<file path="src/rtl/cpu_dbg_pkg.sv">
// cpu_dbg_pkg: shared encodings and default widths for the CPU run controller.
package cpu_dbg_pkg;
    localparam int RUN_LIMIT_W_DEF = 32;
    localparam int PC_W_DEF = 32;
    typedef enum logic [1:0] {ST_IDLE = 2'b00, ST_RUN = 2'b01, ST_STEP = 2'b10, ST_HALTED = 2'b11} state_e;
    typedef enum logic [1:0] {CMD_NOP = 2'b00, CMD_RUN = 2'b01, CMD_STEP = 2'b10, CMD_HALT = 2'b11} cmd_e;
    typedef enum logic [1:0] {CAUSE_STEP = 2'b00, CAUSE_HOST = 2'b01, CAUSE_LIMIT = 2'b10, CAUSE_BP = 2'b11} cause_e;
endpackage

</file>
<file path="src/rtl/cpu_run_counter.sv">
// cpu_run_counter: saturating retired-instruction counter with sync clear and limit compare.
module cpu_run_counter
    import cpu_dbg_pkg::*;
#(
    parameter int W = RUN_LIMIT_W_DEF
) (
    input  logic         clk,
    input  logic         rst,
    input  logic         clr,
    input  logic         inc,
    input  logic [W-1:0] limit,
    output logic [W-1:0] count,
    output logic         last
);
    logic [W-1:0] count_q, count_d;
    always_comb count_d = clr ? '0 : (inc && !(&count_q)) ? count_q + W'(1) : count_q;
    always_ff @(posedge clk or negedge rst)
        if (!rst) count_q <= '0;
        else      count_q <= count_d;
    assign count = count_q;
    // the retiring instruction that brings the count up to a nonzero limit is the final one
    assign last = (limit != '0) && (count_q + W'(1) == limit);
endmodule

</file>
<file path="src/rtl/cpu_run_ctrl.sv">
// cpu_run_ctrl: run/step/halt gating of the CPU advance enable with an instruction budget.
// Defining CPU_RUN_CTRL_BREAKPOINT_EN adds the bp_valid/bp_addr PC breakpoint.
module cpu_run_ctrl
    import cpu_dbg_pkg::*;
#(
    parameter int RUN_LIMIT_W = RUN_LIMIT_W_DEF,
    parameter int PC_W        = PC_W_DEF
) (
    input  logic                   clk,
    input  logic                   rst,
    input  logic                   cmd_valid,
    input  logic [1:0]             cmd_op,
    input  logic [RUN_LIMIT_W-1:0] run_limit,
    input  logic [PC_W-1:0]        pc,
`ifdef CPU_RUN_CTRL_BREAKPOINT_EN
    input  logic                   bp_valid,
    input  logic [PC_W-1:0]        bp_addr,
`endif
    output logic                   cpu_en,
    output logic [1:0]             state,
    output logic [RUN_LIMIT_W-1:0] retired,
    output logic [1:0]             halt_cause,
    output logic                   done
);
    state_e                 state_q, state_d;
    cause_e                 cause_q, cause_d;
    logic [RUN_LIMIT_W-1:0] limit_q, limit_d;
    logic                   done_q, done_d, clr, last, bp_hit;
`ifdef CPU_RUN_CTRL_BREAKPOINT_EN
    logic first_q, first_d;
    // suppressed on the first RUN cycle so resuming executes the breakpoint instruction
    assign bp_hit  = state_q == ST_RUN && !first_q && bp_valid && pc == bp_addr;
    assign first_d = state_d == ST_RUN && state_q != ST_RUN;
    always_ff @(posedge clk or negedge rst)
        if (!rst) first_q <= 1'b0;
        else      first_q <= first_d;
`else
    logic unused_pc;
    assign unused_pc = ^pc;
    assign bp_hit    = 1'b0;
`endif
    assign cpu_en = state_q == ST_STEP || (state_q == ST_RUN && !bp_hit);
    always_comb begin
        state_d = state_q;
        cause_d = cause_q;
        limit_d = limit_q;
        clr     = 1'b0;
        case (state_q)
            ST_RUN:
                if (bp_hit || last || (cmd_valid && cmd_op == CMD_HALT)) begin
                    state_d = ST_HALTED;
                    cause_d = bp_hit ? CAUSE_BP : last ? CAUSE_LIMIT : CAUSE_HOST;
                end
            ST_STEP: begin
                state_d = ST_HALTED;
                cause_d = CAUSE_STEP;
            end
            default:
                if (cmd_valid && (cmd_op == CMD_RUN || cmd_op == CMD_STEP)) begin
                    state_d = cmd_op == CMD_RUN ? ST_RUN : ST_STEP;
                    limit_d = cmd_op == CMD_RUN ? run_limit : limit_q;
                    clr     = 1'b1;
                end
        endcase
        done_d = state_d == ST_HALTED && state_q != ST_HALTED;
    end
    always_ff @(posedge clk or negedge rst)
        if (!rst) begin
            state_q <= ST_IDLE;
            cause_q <= CAUSE_STEP;
            limit_q <= '0;
            done_q  <= 1'b0;
        end else begin
            state_q <= state_d;
            cause_q <= cause_d;
            limit_q <= limit_d;
            done_q  <= done_d;
        end
    cpu_run_counter #(.W(RUN_LIMIT_W)) u_counter (
        .clk   (clk),
        .rst   (rst),
        .clr   (clr),
        .inc   (cpu_en),
        .limit (limit_q),
        .count (retired),
        .last  (last)
    );
    assign state      = state_q;
    assign halt_cause = cause_q;
    assign done       = done_q;
endmodule

</file>
<file path="config.mk">
export PLATFORM = sky130hd
export DESIGN_NAME = cpu_run_ctrl
export DESIGN_NICKNAME = d
export VERILOG_FILES = /design/src/rtl/cpu_dbg_pkg.sv /design/src/rtl/cpu_run_counter.sv /design/src/rtl/cpu_run_ctrl.sv
export SDC_FILE = /design/constraint.sdc
export NUM_CORES = 1
export LEC_CHECK = 0
export CAP_MARGIN = 20
export CORE_ASPECT_RATIO = 0.75
export CORE_MARGIN = 5
export CORE_UTILIZATION = 40
export DETAILED_ROUTE_END_ITERATION = 8
export PLACE_DENSITY_LB_ADDON = 0.2
export SETUP_SLACK_MARGIN = 0.02
export SLEW_MARGIN = 20
export SYNTH_ARGS = -nofsm -noshare
export SYNTH_HDL_FRONTEND = slang
export SYNTH_SLANG_ARGS = --single-unit
</file>
<file path="constraint.sdc">
create_clock -name clk -period 4.14 [get_ports clk]
set_input_delay 0.414 -clock clk [delete_from_list [all_inputs] [get_ports clk]]
set_output_delay 0.414 -clock clk [all_outputs]
set_load 0.005 [all_outputs]
</file>
==> flow_metrics.env, run 1 <==
export IMPL_htreeDepth=3
export IMPL_cts_setup_buffers=0
export IMPL_ir_drop_v=0.000300
export IMPL_min_period_ns=3.67
export IMPL_dieArea_um2=13100
export IMPL_worst_slew_pin_slew_ns=1.06
export IMPL_cts_tree="yes"
export IMPL_async_reset_ff_share_pct=100
export IMPL_cts_clk_slew_worst_paths_ns=0.06
export IMPL_critPathKind="reg2reg"
export IMPL_synth_nets=547
export IMPL_setup_violations=0
export IMPL_num_antenna_cells=0
export IMPL_avgSynthCellArea_um2=9.22
export IMPL_status="finished, final reports clean"
export IMPL_drtIter0Drc=276
export IMPL_hold_path_class="in2async"
export IMPL_synth_distinct_cells=54
export IMPL_critPathLaunchType="register"
export IMPL_yosysTopAreaCell="dfrtp_1"
export IMPL_drc=0
export IMPL_grt_pass1_wl_um=20900
export IMPL_die_x_um=130
export IMPL_hold_buffers=0
export IMPL_synth_area_um2=4350
export IMPL_drive_above_1_share_pct=12.7
export IMPL_clockBufferDepth=2
export IMPL_rows=33
export IMPL_postRouteAntennaNets=0
export IMPL_leakage_nw=2.11
export IMPL_finalHoldViolations=0
export IMPL_synthTopCellsByArea="dfrtp_1, mux2_2, xnor2_1"
export IMPL_drv_slew=0
export IMPL_crit_path_end_kind="register"
export IMPL_core_area_um2=10800
export IMPL_wl_per_cell_um=18.7
export IMPL_grt_max_degree=39
export IMPL_fmax_ghz=0.272
export IMPL_min_period_over_period_pct=88.8
export IMPL_place_gp_congestion=0.936
export IMPL_first_pass_iters=5
export IMPL_vias=3980
export IMPL_area_delta_synth_final_pct=27.3
export IMPL_numCtsBuffers=9
export IMPL_finalSetupTns_ns=0
export IMPL_wl_um=12800
export IMPL_rsz0062_at_grt="false"
export IMPL_rr_endpoint="done"
export IMPL_hpwlAfterDp_um=9760
export IMPL_clk_latency_ns=0.34
export IMPL_max_slew_margin_pct=29.1
export IMPL_die_y_um=100
export IMPL_cts_resized=0
export IMPL_synth_edf_count=0
export IMPL_fin_cells=683
export IMPL_nets=614
export IMPL_crit_arrival_ns=3.91
export IMPL_rrSetupSlack_ns=0.47
export IMPL_synth_seq_area_share_pct=39.7
export IMPL_antenna_found_initial=0
export IMPL_reg2reg_from="u_counter.count[0]"
export IMPL_gr_total_overflow=0
export IMPL_ys_ff_latch=69
export IMPL_r2r_cells=9
export IMPL_grt_usage_pct=20.7
export IMPL_synth_top_area_share_pct=39.7
export IMPL_portBuffers=74
export IMPL_vias_per_cell=5.83
export IMPL_cts_sinks=69
export IMPL_cp_max_fo=8
export IMPL_layout_common_cells="clkdlybuf4s50_1, dfrtp_1, nand2_1"
export IMPL_yosysWarnings=0
export IMPL_synth_cells=472
export IMPL_clock_skew_ns=0.00979
export IMPL_drv_cap=0
export IMPL_io_pins=107
export IMPL_initial_core_util_pct=40.4
export IMPL_synth_flop_cell="dfrtp_1"
export IMPL_cts_root_buffer="clkbuf_16"
export IMPL_layout_commonest_cell="clkdlybuf4s50_1"
export IMPL_cp_required_ns=4.38
export IMPL_place_inst=668
export IMPL_p_per_area_nw_per_um2=589
export IMPL_grt_pass1_vias=3758
==> registers in the layout, indices dropped and copies added, names as in the netlist <==
| name | cells |
|---|---|
| done | 1 |
| limit_q | 32 |
| state | 2 |
| halt_cause | 2 |
| u_counter.count | 32 |
==> worst max path at each step <==
stage                     depth (start not counted)          startpoint        to
after floorplan                                  10  u_counter.count[0]      done
after global placement                            9  u_counter.count[0]      done
after detailed placement                          9  u_counter.count[0]      done
after CTS                                         9  u_counter.count[0]      done
after global routing                              9  u_counter.count[0]  state[1]
final                                             9  u_counter.count[0]      done
==> cells in the mapped netlist (all sizes together) (17+ instances only) <==
master	count
dfrtp	69
nand2	44
nand4	19
xor2	17
xnor2	30
o21ai	27
nand3	20
clkbuf	18
mux2	33
nor4	22
nor2	31
==> logic make-up after synthesis <==
logic type / Yosys count / share of synthesized area (%)
simple gates: 190 / 23.4
compound gates: 88 / 13.2
flops: 69 / 39.7
xor+xnor: 47 / 9.46
buf+inv: 38 / 3.74
mux: 34 / 8.77
fa+ha+maj: 6 / 1.73
==> layer usage <==
metal | part of all wire (%) | GRT usage (%)
met2 | 40 | 27.1
met3 | 9.6 | 5.85
met1 | 49 | 33.0
met4 | 1.2 | 5.45
met5 | 0 | 0
==> power by group <==
group / switching, W / total, W / internal (W)
clock: 0.000290 / 0.000831 / 0.000542
sequential: 0.000291 / 0.00117 / 0.000879
combinational: 0.000653 / 0.00126 / 0.000606
total: 0.00123 / 0.00326 / 0.00203
==> layout make-up <==
cell class	count	area, um2
inverters	9	33.8
repair buffers	85	818
fillers	994	5240
clock buffers	10	239
clock inverters	5	85.1
flip-flops and latches	69	1730
well taps	140	175
multi-input cells	365	2460
==> through the flow <==
stage	total power, W	hold slack, ns	setup WS (ns)	utilization (%)	cell area (um2)
after global routing	0.00347	0.197	0.185	51.4	5540
after global placement	0.00240	0.518	0.582	48.4	5220
after CTS	0.00327	0.155	0.498	51.4	5540
after floorplan	0.00194	0.118	1.07	-	4350
final	0.00326	0.142	0.465	51.4	5540
after detailed placement	0.00243	0.512	0.531	48.4	5220
==> worst max-delay path, stage by stage (launching register included) <==
cell and delay (ns):
dfrtp_1 0.50, ha_1 0.34, nand4_1 0.21, or4_1 0.68, or4_1 0.58, a211oi_1 0.31, nand4_1 0.19, nor4_4 0.38
a21oi_2 0.14, nor4_2 0.25
(Power assumes the default switching activity.)
==> inputs of run 2 (changes only) <==
--- a/config.mk
+++ b/config.mk
@@ -8,7 +8,7 @@
 export CAP_MARGIN = 20
 export CORE_ASPECT_RATIO = 0.75
 export CORE_MARGIN = 5
-export CORE_UTILIZATION = 40
+export CORE_UTILIZATION = 29
 export DETAILED_ROUTE_END_ITERATION = 8
 export PLACE_DENSITY_LB_ADDON = 0.2
 export SETUP_SLACK_MARGIN = 0.02
==> run 2 against run 1 <==
  * Die area is 34% higher
  * Global-route usage shrank 5.2 points
  * Hold slack worse by 0.096 ns
  * Utilization down 13 points
  * Final cell count grew 8.9%
  * Critical path depth unchanged
  * Largest power group unchanged
  * Largest cell class unchanged
  * Design area is 0.66% higher
  * Sequential power about the same
  * Sequential cell count did not move
  * Setup slack better by 0.14 ns
  * Clock skew is 0.0049 ns lower
==> flow_metrics.env, run 2 (synthesis gave the netlist of run 1 again) <==
export IMPL_place_gp_congestion=0.920
export IMPL_vias=3960
export IMPL_cts_tree="yes"
export IMPL_numCtsBuffers=9
export IMPL_drv_cap=0
export IMPL_cp_num_cells=9
export IMPL_min_period_over_period_pct=85.3
export IMPL_grt_pass1_vias=3849
export IMPL_worstPathCellList="ha_1 -> nand4_1 -> or4_1 -> or4_1 -> a211oi_1 -> nand4_1 -> nor4_4 -> a21oi_2 -> nor4_2"
export IMPL_wl_per_cell_um=17.9
export IMPL_wl_um=13300
export IMPL_p_per_area_nw_per_um2=573
export IMPL_first_pass_iters=4
export IMPL_critPathLaunchType="register"
export IMPL_hold_buffers=0
export IMPL_critPathTopFamily="simple AND/OR/NAND/NOR gates"
export IMPL_cts_clk_slew_worst_paths_ns=0.06
export IMPL_path_buf_inv=0
export IMPL_clock_skew_ns=0.00494
export IMPL_min_period_ns=3.53
export IMPL_leakage_nw=2.09
export IMPL_critPathMaxStageDelay_ns=0.54
export IMPL_nets=614
export IMPL_rrSetupSlack_ns=0.61
export IMPL_gr_total_overflow=0
export IMPL_clk_latency_ns=0.33
export IMPL_fillers=1451
export IMPL_rows=38
export IMPL_drv_slew=0
export IMPL_max_slew_margin_pct=55.0
export IMPL_htreeDepth=3
export IMPL_postRouteAntennaNets=0
export IMPL_cts_root_buffer="clkbuf_16"
export IMPL_hold_path_class="in2async"
export IMPL_grt_usage_pct=15.6
export IMPL_cts_setup_buffers=0
export IMPL_hpwlAfterDp_um=10200
export IMPL_finalHoldViolations=0
export IMPL_area_delta_synth_final_pct=28.1
export IMPL_drtIter0Drc=446
export IMPL_crit_path_end_kind="register"
export IMPL_layout_commonest_cell="clkdlybuf4s50_1"
export IMPL_drc=0
export IMPL_clockBufferDepth=2
export IMPL_die_x_um=151
export IMPL_cts_resized=0
export IMPL_initial_core_util_pct=29.8
export IMPL_die_y_um=116
export IMPL_dieArea_um2=17600
export IMPL_rsz0062_at_grt="false"
export IMPL_status="finished, final reports clean"
export IMPL_ir_drop_v=0.000244
export IMPL_antenna_found_initial=0
export IMPL_critPathKind="reg2reg"
export IMPL_layout_common_cells="clkdlybuf4s50_1, dfrtp_1, nand2_1"
export IMPL_cp_required_ns=4.38
export IMPL_grt_max_degree=47
export IMPL_grt_pass1_wl_um=21300
export IMPL_drive_above_1_share_pct=12.9
export IMPL_portBuffers=74
export IMPL_fmax_ghz=0.283
export IMPL_finalSetupTns_ns=0
export IMPL_worst_slew_pin_slew_ns=0.669
export IMPL_r2r_cells=9
export IMPL_reg2reg_from="u_counter.count[0]"
export IMPL_setup_violations=0
export IMPL_cts_sinks=69
export IMPL_num_antenna_cells=0
export IMPL_io_pins=107
export IMPL_vias_per_cell=5.32
export IMPL_cp_max_fo=8
export IMPL_hold_ws_ns=0.0457
export IMPL_slowest_stage="or4_1"
export IMPL_crit_arrival_ns=3.77
export IMPL_rr_endpoint="done"
export IMPL_core_area_um2=14600
-- run 2: per-stage QoR --
stage / utilization, % / area, um2 / cells / total power [W] / worst slack [ns]
finish: 38.2 / 5580 / 744 / 0.00319 / 0.608
global route: 38.2 / 5580 / 744 / 0.00342 / 0.410
CTS: 38.2 / 5580 / 744 / 0.00321 / 0.632
detailed placement: 36.3 / 5290 / 728 / 0.00246 / 0.666
global placement: 36.3 / 5290 / 728 / 0.00243 / 0.681
floorplan: - / 4350 / 472 / 0.00194 / 1.07
-- run 2: worst register-to-register path: stages, from the launching register on --
cell,delay (ns)
dfrtp_1,0.50
ha_1,0.33
nand4_1,0.19
or4_1,0.54
or4_1,0.54
a211oi_1,0.37
nand4_1,0.20
nor4_4,0.39
a21oi_2,0.14
nor4_2,0.25
-- run 2: layout make-up --
cell class / count / area, um2 / area share, %
inverters: 9 / 33.8 / 0.606
multi-input cells: 365 / 2460 / 44.2
repair buffers: 85 / 818 / 14.7
clock inverters: 6 / 46.3 / 0.830
clock buffers: 10 / 239 / 4.29
well taps: 200 / 250 / 4.49
flip-flops and latches: 69 / 1730 / 31.0
-- run 2: per-layer routing --
layer	wire (um)	GRT usage (%)	up-vias
li1	-	-	1888
met1	6780	24.2	1904
met2	5330	21.0	146
met3	921	3.75	22
met4	282	4.71	0
met5	0	0	-
-- run 2: where the power goes --
part / switching (W) / internal (W)
registers: 0.000319 / 0.000878
clock network: 0.000311 / 0.000426
logic: 0.000642 / 0.000616
-- run 2: how the worst max path moves through the flow --
stage	start	to	slack [ns]
floorplan	u_counter.count[0]	done	1.07
global placement	u_counter.count[0]	done	0.68
detailed placement	u_counter.count[0]	done	0.67
CTS	u_counter.count[0]	done	0.63
global route	u_counter.count[0]	done	0.41
finish	u_counter.count[0]	done	0.61
==> inputs of run 3 (changes only) <==
--- a/config.mk
+++ b/config.mk
@@ -10,6 +10,7 @@
 export CORE_MARGIN = 5
 export CORE_UTILIZATION = 29
 export DETAILED_ROUTE_END_ITERATION = 8
+export DONT_BUFFER_PORTS = 1
 export PLACE_DENSITY_LB_ADDON = 0.2
 export SETUP_SLACK_MARGIN = 0.02
 export SLEW_MARGIN = 20
==> run 3 against run 2 <==
  * Final cell count shrank 9.8%
  * Sequential cell count stayed put
  * Setup slack worse by 0.096 ns
  * Critical endpoint unchanged
  * Largest cell class unchanged
==> flow_metrics.env, run 3 (synthesis gave the netlist of run 1 again) <==
export IMPL_status="finished, final reports clean"
export IMPL_drv_slew=0
export IMPL_max_slew_margin_pct=46.1
export IMPL_clock_skew_ns=0.00969
export IMPL_cts_sinks=69
export IMPL_wl_um=13100
export IMPL_fmax_ghz=0.276
export IMPL_postRouteAntennaNets=0
export IMPL_combPwrFrac_pct=36.0
export IMPL_vias=3664
export IMPL_drive_above_1_share_pct=14.6
export IMPL_worst_slew_pin_slew_ns=0.804
export IMPL_r2r_cells=9
export IMPL_htreeDepth=3
export IMPL_cts_clk_slew_worst_paths_ns=0.06
export IMPL_hpwlAfterDp_um=10100
export IMPL_drv_cap=0
export IMPL_place_gp_congestion=0.878
export IMPL_area_delta_synth_final_pct=12.5
export IMPL_ir_drop_v=0.000332
export IMPL_leakage_nw=1.84
export IMPL_pre_cts_slack_ns=0.532
export IMPL_power_switching_w=0.00123
export IMPL_antenna_found_initial=0
export IMPL_reg2reg_from="u_counter.count[1]"
export IMPL_p_int_w=0.00186
export IMPL_crit_path_start="u_counter.count[1]"
export IMPL_min_period_over_period_pct=87.6
export IMPL_drtIter0Drc=278
export IMPL_wl_per_cell_um=19.5
export IMPL_drc=0
export IMPL_critPathKind="reg2reg"
export IMPL_grt_usage_pct=15.7
export IMPL_clockBufferDepth=2
export IMPL_grt_max_degree=70
export IMPL_initial_core_util_pct=29.8
export IMPL_finalHoldViolations=0
export IMPL_num_antenna_cells=0
export IMPL_crit_end="done"
export IMPL_gr_total_overflow=0
export IMPL_p_total_w=0.00309
export IMPL_vias_per_cell=5.46
export IMPL_cp_required_ns=4.39
export IMPL_die_x_um=151
export IMPL_critPathLaunchType="register"
export IMPL_dpl_instance_area_um2=4550
export IMPL_grt_pass1_vias=3627
export IMPL_die_y_um=116
export IMPL_swShare_pct=39.8
export IMPL_cp_max_fo=6
export IMPL_finalSetupTns_ns=0
export IMPL_p_per_area_nw_per_um2=632
export IMPL_critPathTopFamily="simple AND/OR/NAND/NOR gates"
export IMPL_p_clk_share_pct=25.1
export IMPL_clk_latency_ns=0.34
export IMPL_rrSetupSlack_ns=0.51
export IMPL_fillers=1532
export IMPL_worst_slack_ns=0.513
export IMPL_rows=38
export IMPL_path_buf_inv=0
export IMPL_io_pins=107
export IMPL_core_area_um2=14600
export IMPL_slowest_stage="or4_1"
export IMPL_cts_root_buffer="clkbuf_16"
export IMPL_nets=541
export IMPL_cts_resized=0
export IMPL_rsz0062_at_grt="false"
export IMPL_crit_arrival_ns=3.88
export IMPL_dieArea_um2=17600
export IMPL_hold_buffers=2
export IMPL_critPathMaxStageDelay_ns=0.55
export IMPL_layout_common_cells="dfrtp_1, nand2_1, mux2_2"
export IMPL_worstPathCellList="ha_1 -> nand4_1 -> or4_1 -> or4_1 -> a211oi_1 -> nand4_1 -> nor4_4 -> a21oi_2 -> nor4_2"
export IMPL_seq_power_share_pct=38.9
export IMPL_grt_pass1_wl_um=21100
export IMPL_rr_endpoint="done"
export IMPL_layout_commonest_cell="dfrtp_1"
export IMPL_cts_setup_buffers=0
export IMPL_portBuffers=0
export IMPL_crit_path_end_kind="register"
export IMPL_hold_path_class="in2reg"
export IMPL_numCtsBuffers=9
export IMPL_fin_area_um2=4890
export IMPL_cp_num_cells=9
export IMPL_min_period_ns=3.63
export IMPL_setup_violations=0
export IMPL_first_pass_iters=5
export IMPL_cts_tree="yes"
[run 3: cell types whose count changed in the layout (fill, tap and decap cells not counted), sizes merged]
cell | before | now
clkdlybuf4s50 | 73 | 0
inv | 11 | 9
buf | 12 | 11
bufinv | 0 | 1
clkbuf | 10 | 11
clkinv | 2 | 3
clkinvlp | 2 | 1
dlygate4sd3 | 0 | 1
[run 3: worst min-delay path by stage]
stage            startpoint         end  slack, ns  cells after the start
3_3_place_gp            rst  limit_q[0]       0.12                      0
4_1_cts        run_limit[2]  limit_q[2]       0.20                      1
5_1_grt        run_limit[2]  limit_q[2]       0.20                      1
3_5_place_dp            rst  limit_q[0]       0.12                      0
2_1_floorplan           rst        done       0.12                      0
6_report       run_limit[2]  limit_q[2]       0.22                      1
[run 3: layout make-up]
type | instances | area (um2) | area share [%]
Multi-Input combinational cell | 365 | 2470 | 50.4
Sequential cell | 69 | 1730 | 35.3
Tap cell | 200 | 250 | 5.11
Clock buffer | 11 | 243 | 4.96
Timing Repair Buffer | 12 | 113 | 2.30
Clock inverter | 5 | 60.1 | 1.23
Inverter | 9 | 33.8 | 0.690
[run 3: stage by stage]
| step | hold WS, ns | std cells | utilization, % |
|---|---|---|---|
| 4_1_cts | 0.201 | 671 | 33.5 |
| 5_1_grt | 0.204 | 671 | 33.5 |
| 6_report | 0.220 | 671 | 33.5 |
| 3_3_place_gp | 0.121 | 653 | 31.2 |
| 3_5_place_dp | 0.120 | 653 | 31.2 |
| 2_1_floorplan | 0.118 | 472 | - |
[run 3: layer usage]
metal / vias to the layer above / wire length, um / GRT usage (%)
met5: - / 0 / 0
met3: 15 / 1360 / 5.51
met1: 1768 / 6370 / 23.2
met2: 141 / 5120 / 21.2
met4: 0 / 214 / 4.89
li1: 1740 / - / -
[run 3: power by group through the flow]
| stage | clock, W | sequential, W | combinational, W |
|---|---|---|---|
| 2_1_floorplan | 0 | 0.00105 | 0.000889 |
| 3_3_place_gp | 0 | 0.00120 | 0.00108 |
| 3_5_place_dp | 0 | 0.00121 | 0.00110 |
| 4_1_cts | 0.000805 | 0.00120 | 0.00112 |
| 5_1_grt | 0.000826 | 0.00124 | 0.00123 |
| 6_report | 0.000777 | 0.00120 | 0.00112 |
==> RTL change: new RTL, config.mk and constraints of run 2 <==
Put a register stage on the output `retired`, with the module's reset. The value now appears one clock later. The other outputs are not delayed to match.
--- a/src/rtl/cpu_run_ctrl.sv
+++ b/src/rtl/cpu_run_ctrl.sv
@@ -22,6 +22,8 @@
     output logic [1:0]             halt_cause,
     output logic                   done
 );
+
+    logic [RUN_LIMIT_W-1:0] retired_d;
     state_e                 state_q, state_d;
     cause_e                 cause_q, cause_d;
     logic [RUN_LIMIT_W-1:0] limit_q, limit_d;
@@ -82,11 +84,19 @@
         .clr   (clr),
         .inc   (cpu_en),
         .limit (limit_q),
-        .count (retired),
+        .count (retired_d),
         .last  (last)
     );
     assign state      = state_q;
     assign halt_cause = cause_q;
     assign done       = done_q;
+    always_ff @(posedge clk or negedge rst) begin
+        if (!rst) begin
+            retired <= '0;
+        end else begin
+            retired <= retired_d;
+        end
+    end
+
 endmodule
 
Formal check against the unedited RTL: not equivalent (a bounded check fails within 4 cycles, from zero or initial values and one cycle with rst low).
==> RTL change against run 2 <==
- worst setup slack better by 0.13 ns
- die area rose by 19%
- first-iteration DRC count fell by 35%
- total power up 15%
- sequential power is 28% higher
- hold slack better by 0.045 ns
- critical path depth is 1 higher
- utilization decreased by 1.5 points
- cell area up 17%
- sequential cell count up 32
- synthesized area is 21% higher
- wire length is 7.4% higher
- highest routed layer unchanged
==> RTL change: results (changes against run 2) <==
largest net degree at the start of global routing=80 (was 47); RD Place Congestion=0.889 (was 0.920); first-pass GRT wire length=23300 um (was 21300 um); Routed WL=14300 um (was 13300 um); Fin Hold WS=0.0908 ns (was 0.0457 ns); fin nets=648 (was 614); synth unique cells=62 (was 54); final setup margin=0.740 ns (was 0.608 ns); outcome=finished, final reports clean (unchanged); worst slew pin tran=0.734 ns (was 0.669 ns); static leakage=0.00263 uW (was 0.00209 uW); Via density=5.02 (was 5.32); 1st-iter DRT viols=289 (was 446); placed inst area=6220 um2 (was 5290 um2); vias in the first global route=4104 (was 3849); clk_skew=0.00841 ns (was 0.00494 ns); syn nets=579 (was 547); Synth area leaders=dfrtp_1 (48%), mux2_2 (7.3%), xnor2_1 (5.8%) (was dfrtp_1 (40%), mux2_2 (8.5%), xnor2_1 (6.0%)); clk_lat worst skew=0.35 ns (was 0.33 ns); Max VDD drop=0.192 mV (was 0.244 mV); HPWL after detailed placement=10900 um (was 10200 um); antenna violations before repair=0 (unchanged); Syn Inst Count=504 (was 472); Seq/Total Area, Yosys=0.480 (was 0.397); post-DR wirelength/cell=17.5 um (was 17.9 um); drt first pass iters=6 (was 4); pre-CTS setup slack=0.733 ns (was 0.666 ns); critical path arrival=3.67 ns (was 3.77 ns); dpl cells=804 (was 728)
[RTL change: path summary, 6_finish.rpt]
kind | start | depth (start not counted) | endpoint
worst max-delay path | u_counter.count[0] | 10 | state[1]
worst min-delay path | rst | 1 | retired[7]
worst max register to register | u_counter.count[0] | 10 | state[1]
worst min register to register | u_counter.count[27] | 0 | retired[27]
max in group asynchronous | rst | 2 | retired[25]
min in group clk | u_counter.count[27] | 0 | retired[27]
[RTL change: critical path: stages (launching register included)]
cell	delay, ns
dfrtp_1	0.50
ha_1	0.32
nand3_4	0.14
nor4_1	0.58
xnor2_1	0.11
a2111oi_0	0.53
nand3_1	0.16
nor4_1	0.25
nand4b_1	0.28
and3_1	0.29
o221ai_1	0.16
[RTL change: area by class of cell]
type / instances / area [um2]
flip-flops and latches: 101 / 2530
inverters: 14 / 52.6
fillers: 1831 / 11200
well taps: 242 / 303
clock buffers: 10 / 239
repair buffers: 82 / 802
clock inverters: 6 / 62.6
multi-input cells: 365 / 2540
[RTL change: per-layer routing]
layer,part of all wire,up-vias,wire [um],global-route usage
li1,-,1965,-,-
met1,0.52,1987,7500,0.233
met2,0.39,150,5590,0.181
met3,0.075,11,1070,0.0392
met4,0.011,0,155,0.0373
met5,0,-,0,0
[RTL change: cells by family (layout without fill, tap and decap cells)]
kind of cell    after synthesis  count (layout)  share of synthesized area
flops                       101             101                      0.480
xor+xnor                     51              51                     0.0849
buf+inv                      38             112                     0.0392
simple gates                190             190                      0.203
compound gates               83              83                      0.104
mux                          35              35                     0.0746
fa+ha+maj                     6               6                     0.0143
[RTL change: power by group through the flow]
stage          Clock (uW)  Combinational, uW  Sequential (uW)
2_1_floorplan           0                898             1420
5_1_grt               923               1430             1580
4_1_cts               880               1290             1540
6_report              850               1280             1540
3_3_place_gp            0               1260             1540
3_5_place_dp            0               1290             1560
